[config.mk]
export PLATFORM = sky130hd
export DESIGN_NAME = serial_sub8
export DESIGN_NICKNAME = d
export VERILOG_FILES = /design/src/rtl/serial_sub8.sv
export SDC_FILE = /design/constraint.sdc
export NUM_CORES = 1
export LEC_CHECK = 0
export BUFFER_PORTS_ARGS = -buffer_cell sky130_fd_sc_hd__buf_2
export CORE_MARGIN = 1.5
export CORE_UTILIZATION = 40
export CTS_CLUSTER_SIZE = 12
export DETAILED_ROUTE_END_ITERATION = 16
export PLACE_DENSITY_LB_ADDON = 0.3
export SLEW_MARGIN = 5
export SYNTH_ARGS = -nofsm -noshare
export SYNTH_HDL_FRONTEND = slang
export SYNTH_SLANG_ARGS = --single-unit
export TNS_END_PERCENT = 50
[constraint.sdc]
create_clock -name clk -period 4.4 [get_ports clk]
set_clock_uncertainty 0.05 [all_clocks]
set_input_delay 0.88 -clock clk [delete_from_list [all_inputs] [get_ports clk]]
set_output_delay 0.88 -clock clk [all_outputs]
set_load 0.05 [all_outputs]
[src/rtl/serial_sub8.sv]
// serial_sub8: bit-serial subtractor, one full-subtractor cell, LSB first.
// Computes a - b - bin over WIDTH cycles with a start/ready/done handshake.
module serial_sub8 #(
   parameter int WIDTH = 8
) (
   input  logic             clk,
   input  logic             rst_n,
   input  logic             start,
   input  logic [WIDTH-1:0] a,
   input  logic [WIDTH-1:0] b,
   input  logic             bin,
   output logic             ready,
   output logic             done,
   output logic [WIDTH-1:0] diff,
   output logic             bout
);

   localparam int CW = $clog2(WIDTH);
   localparam logic [CW-1:0] LAST = CW'(WIDTH - 1);
   localparam logic [CW-1:0] ONE = CW'(1);

   typedef enum logic [1:0] {
      IDLE,
      RUN,
      DONE
   } state_t;

   state_t state, state_nx;

   logic [WIDTH-1:0] a_sr, b_sr, res;
   logic [CW-1:0]    cnt;
   logic             br;

   logic             ai, bi, d, br_nx, last;
   logic [WIDTH-1:0] res_nx;

   // full-subtractor cell on the current LSBs
   always_comb begin
      ai     = a_sr[0];
      bi     = b_sr[0];
      d      = ai ^ bi ^ br;
      br_nx  = (~ai & bi) | (~(ai ^ bi) & br);
      res_nx = {d, res[WIDTH-1:1]};
      last   = (cnt == LAST);
   end

   // state register
   always_ff @(posedge clk or negedge rst_n) begin
      if (!rst_n) state <= IDLE;
      else        state <= state_nx;
   end

   // next state and handshake outputs
   always_comb begin
      state_nx = state;
      ready    = 1'b0;
      done     = 1'b0;
      case (state)
         IDLE: begin
            ready = 1'b1;
            if (start) state_nx = RUN;
         end
         RUN: begin
            if (last) state_nx = DONE;
         end
         DONE: begin
            done     = 1'b1;
            state_nx = IDLE;
         end
         default: state_nx = IDLE;
      endcase
   end

   // operand shifters, borrow, counter and result registers
   always_ff @(posedge clk or negedge rst_n) begin
      if (!rst_n) begin
         a_sr <= '0;
         b_sr <= '0;
         res  <= '0;
         cnt  <= '0;
         br   <= 1'b0;
         diff <= '0;
         bout <= 1'b0;
      end else begin
         case (state)
            IDLE: begin
               if (start) begin
                  a_sr <= a;
                  b_sr <= b;
                  br   <= bin;
                  cnt  <= '0;
               end
            end
            RUN: begin
               a_sr <= a_sr >> 1;
               b_sr <= b_sr >> 1;
               res  <= res_nx;
               br   <= br_nx;
               if (last) begin
                  cnt  <= '0;
                  diff <= res_nx;
                  bout <= br_nx;
               end else begin
                  cnt <= cnt + ONE;
               end
            end
            default: ;
         endcase
      end
   end

endmodule

==> results.txt <==
* Outcome: finished clean
- By area the synthesized netlist is led by sky130_fd_sc_hd__dfrtp_1, sky130_fd_sc_hd__o22ai_1, sky130_fd_sc_hd__mux2_4.
* Routed wire length: 3280 um
* Clock root cell: sky130_fd_sc_hd__clkbuf_8
- Register-to-register setup slack: 2.60 ns
* Unrepaired setup endpoints after global routing: false
* Number of warnings reported in the yosys synthesis log: 0
- Maximum VDD drop: 349 uV
- Type of the worst min-delay path: flip-flop to flip-flop
- The routed layout has 1158 vias.
* Setup-failing EPs final: 0
* Data arrival, critical path: 1.60 ns
- Number of enable-type register cells in the synthesized netlist: 0
* Worst-case reg-to-reg path depth: 2
* Number of antenna violations at the first check in global routing: 0
- The area growth from synthesis to layout is 14.6%.
- Metal3 WL: 147 um
- The worst setup path is launched from a flip-flop.
- Launch point of the worst hold path: res[1]$_DFFE_PN0N_
- For this block, wires on met1 add up to 1560 um.
* Destination of the worst register-to-register timing path: res[6]$_DFFE_PN0N_
* Number of global-route vias before repair: 1159
- # hold bufs at CTS: 0
- The setup path with the least slack is of type flip-flop to primary output.
* Pwr Total: 1600 uW
- The post-route netlist has 38.9% of its cells at a drive strength greater than 1.
- CTS Buf Count: 5
- After synthesis, the netlist uses 32 different library cells.
- Post-synthesis cell type with the largest combined area: sky130_fd_sc_hd__dfrtp_1
- The max-slew violation count was 0.
* Final Hold Violating Endpoints: 0
* Clock tree from TritonCTS: yes
- Slowest cell on the critical path: sky130_fd_sc_hd__dfrtp_1
* Top cells by count, synth: sky130_fd_sc_hd__dfrtp_1, sky130_fd_sc_hd__o22ai_1, sky130_fd_sc_hd__a21oi_1, sky130_fd_sc_hd__mux2_2, sky130_fd_sc_hd__mux2_4
- Max FO, Critical Path: 14
- Achievable frequency: 0.395 GHz
- Reg clk slew, reported paths: 0.08 ns
- Die width: 68.2 um
- Worst-margin pin slew: 0.821 ns
* Worst setup path endpoint: done
* Post-route clock period utilization: 57.5%
- The wire-length estimate of the detail-placed layout is 2260 um.
- Amount of wire on met2 after detailed routing: 1530 um
- Register area share after synthesis: 55.8%
- Measured along the y axis, the die boundary spans 68.2 um.
* Maximum number of pins on one net before global-route repair: 39
* Die area: 4660 um2
- For this run, the total global-route usage over all layers was measured as 16.1%.
- Post-cts resize count: 0
- In this run the remaining antenna-violating nets after routing total 0.
- Congestion Overflow GR: 0
- The clock drives 38 sinks.
- For this block, the initial DRC count from the detailed router was 66.
- Drc violations: 0
- Leak pwr: 0.000929 uW
- Post-layout min period: 2.53 ns
- Reg-to-Reg Start: state[1]$_DFFE_PN0P_
- Final net count: 184
- STA classifies the critical path endpoint as a primary output.
* Row count: 23
- Ant. Diodes: 0
* Max-Slew Margin vs Limit: 45.3%
- The mapped netlist covers 1700 um2.
- Post-synth top area share: 55.8%
- Prevailing post-synth register cell: sky130_fd_sc_hd__dfrtp_1
* Max Root-Sink Buffers: 2
- On the worst path, the slowest cell contributes a delay of 0.57 ns.
- The first global-routing pass estimated 5440 um of wire.
- The congestion estimate from routability-driven global placement came to 0.772.
- Adding up every negative setup slack in the final design gives 0 ns.
- For this design the ratio of total power to cell area is 821 nW/um2.
- Core region area: 4060 um2
- Net count after synthesis: 156
- Series of cell instances along the critical path: inv_1, nor2_1, buf_2
- Dividing the detail-routed wire length by the instance count gives 15.5 um.
* Synthesized flop and latch total: 38
- The most critical setup path has its startpoint at state[1]$_DFFE_PN0P_.
- Before antenna repair, the detailed router went through 4 iterations.
- Synth Area per Inst: 12.8 um2
- Starting density of the core: 42.0%
* Required time at the worst-slack endpoint: 3.47 ns
* Share of synthesized flip-flops with an asynchronous set or reset: 100%
- Among all cell types in the netlist, the one instantiated most often is sky130_fd_sc_hd__dfrtp_1.
- The cell count after synthesis came out at 133.
- Number of maximum-capacitance violations: 0
* Number of setup buffers added after CTS: 0
- In this run the number of H-tree levels came out at 2.
* Via density: 5.46
* Clock Latency Late Sink: 0.29 ns
- Top routing layer in use: met4
* Number of buffer cells added on primary ports: 30
- During I/O placement, the number of pins put on the boundary was 31.
how the worst min path moves through the flow:
stage / slack (ns) / depth (start not counted) / endpoint
3_3_place_gp: 0.43 / 2 / bout$_DFFE_PN0P_
6_report: 0.46 / 1 / diff[0]$_DFFE_PN0P_
4_1_cts: 0.46 / 1 / diff[0]$_DFFE_PN0P_
2_1_floorplan: 0.42 / 1 / cnt[1]$_DFFE_PN0P_
3_5_place_dp: 0.44 / 1 / diff[0]$_DFFE_PN0P_
5_1_grt: 0.49 / 1 / diff[0]$_DFFE_PN0P_
layout by cell type (no fill, tap or decap):
master,Yosys,final
sky130_fd_sc_hd__nand2b_2,1,1
sky130_fd_sc_hd__nor2_2,1,1
sky130_fd_sc_hd__nor2b_1,1,1
sky130_fd_sc_hd__nand3b_4,1,1
sky130_fd_sc_hd__buf_2,3,30
sky130_fd_sc_hd__mux2_4,7,7
sky130_fd_sc_hd__nand2_2,1,1
sky130_fd_sc_hd__nor2_1,3,3
sky130_fd_sc_hd__ha_1,2,2
sky130_fd_sc_hd__nor2_4,1,1
sky130_fd_sc_hd__o221a_2,2,2
sky130_fd_sc_hd__o32ai_1,1,1
sky130_fd_sc_hd__nand3b_1,2,2
sky130_fd_sc_hd__a22oi_1,1,1
sky130_fd_sc_hd__bufinv_16,0,1
sky130_fd_sc_hd__nand2_1,3,3
sky130_fd_sc_hd__a22o_2,2,2
sky130_fd_sc_hd__fa_1,1,1
sky130_fd_sc_hd__o21ai_0,5,5
sky130_fd_sc_hd__a2bb2oi_1,4,4
sky130_fd_sc_hd__mux2_2,8,8
sky130_fd_sc_hd__o22ai_1,19,19
sky130_fd_sc_hd__dfrtp_1,38,38
sky130_fd_sc_hd__a221oi_1,1,1
sky130_fd_sc_hd__nand2b_1,3,3
sky130_fd_sc_hd__a21oi_1,8,8
sky130_fd_sc_hd__a21o_1,1,1
sky130_fd_sc_hd__inv_1,5,5
sky130_fd_sc_hd__clkbuf_8,0,5
sky130_fd_sc_hd__clkinv_2,0,2
sky130_fd_sc_hd__or2_2,1,1
sky130_fd_sc_hd__nor3_1,1,1
stage by stage:
stage	area (um2)	setup WS (ns)	std cells	hold slack [ns]	utilization, %
CTS	1950	1.87	212	0.463	48.1
global route	1950	1.78	212	0.485	48.1
finish	1950	1.87	212	0.456	48.1
global placement	1840	2.23	204	0.432	45.4
floorplan	1700	2.09	133	0.425	-
detailed placement	1840	2.19	204	0.445	45.4
state kept, by name, summed over array words and instances (netlist names):
register	flops
a_sr	8
res	7
state	2
diff	8
b_sr	8
bout	1
br	1
cnt	3
power breakdown:
part           internal [uW]  switching [uW]  leakage, uW  total, uW
Combinational            295             382     0.000421        676
Sequential               519             120     0.000450        638
Clock                    167             122    0.0000579        288
cell type report:
type | count | area, um2
fill | 375 | 2110
sequential | 38 | 951
multi-input combinational | 81 | 661
timing repair buffer | 30 | 150
clock buffer | 5 | 68.8
tap | 50 | 62.6
clock inverter | 3 | 40.0
inverter | 5 | 18.8
routing by layer:
metal | up-vias | track usage, %
li1 | 548 | -
met1 | 568 | 20.7
met2 | 36 | 25.6
met3 | 6 | 3.95
met4 | 0 | 7.50
met5 | - | 0
worst max-delay path: cells and delay by family (launching register included):
family / cells / cell delay (ns)
buf+inv: 2 / 0.59
simple gates: 1 / 0.15
flops: 1 / 0.57
kinds of logic after synthesis:
group / count (synthesis) / share of synthesized area, %
AO/OA/AOI/OAI: 44 / 17.3
flip-flops: 38 / 55.8
AND/OR/NAND/NOR: 19 / 7.42
multiplexers: 15 / 11.5
buffers and inverters: 14 / 5.36
adder cells (fa/ha/maj): 3 / 2.64
No activity file was read; power rests on OpenSTA's default activity.
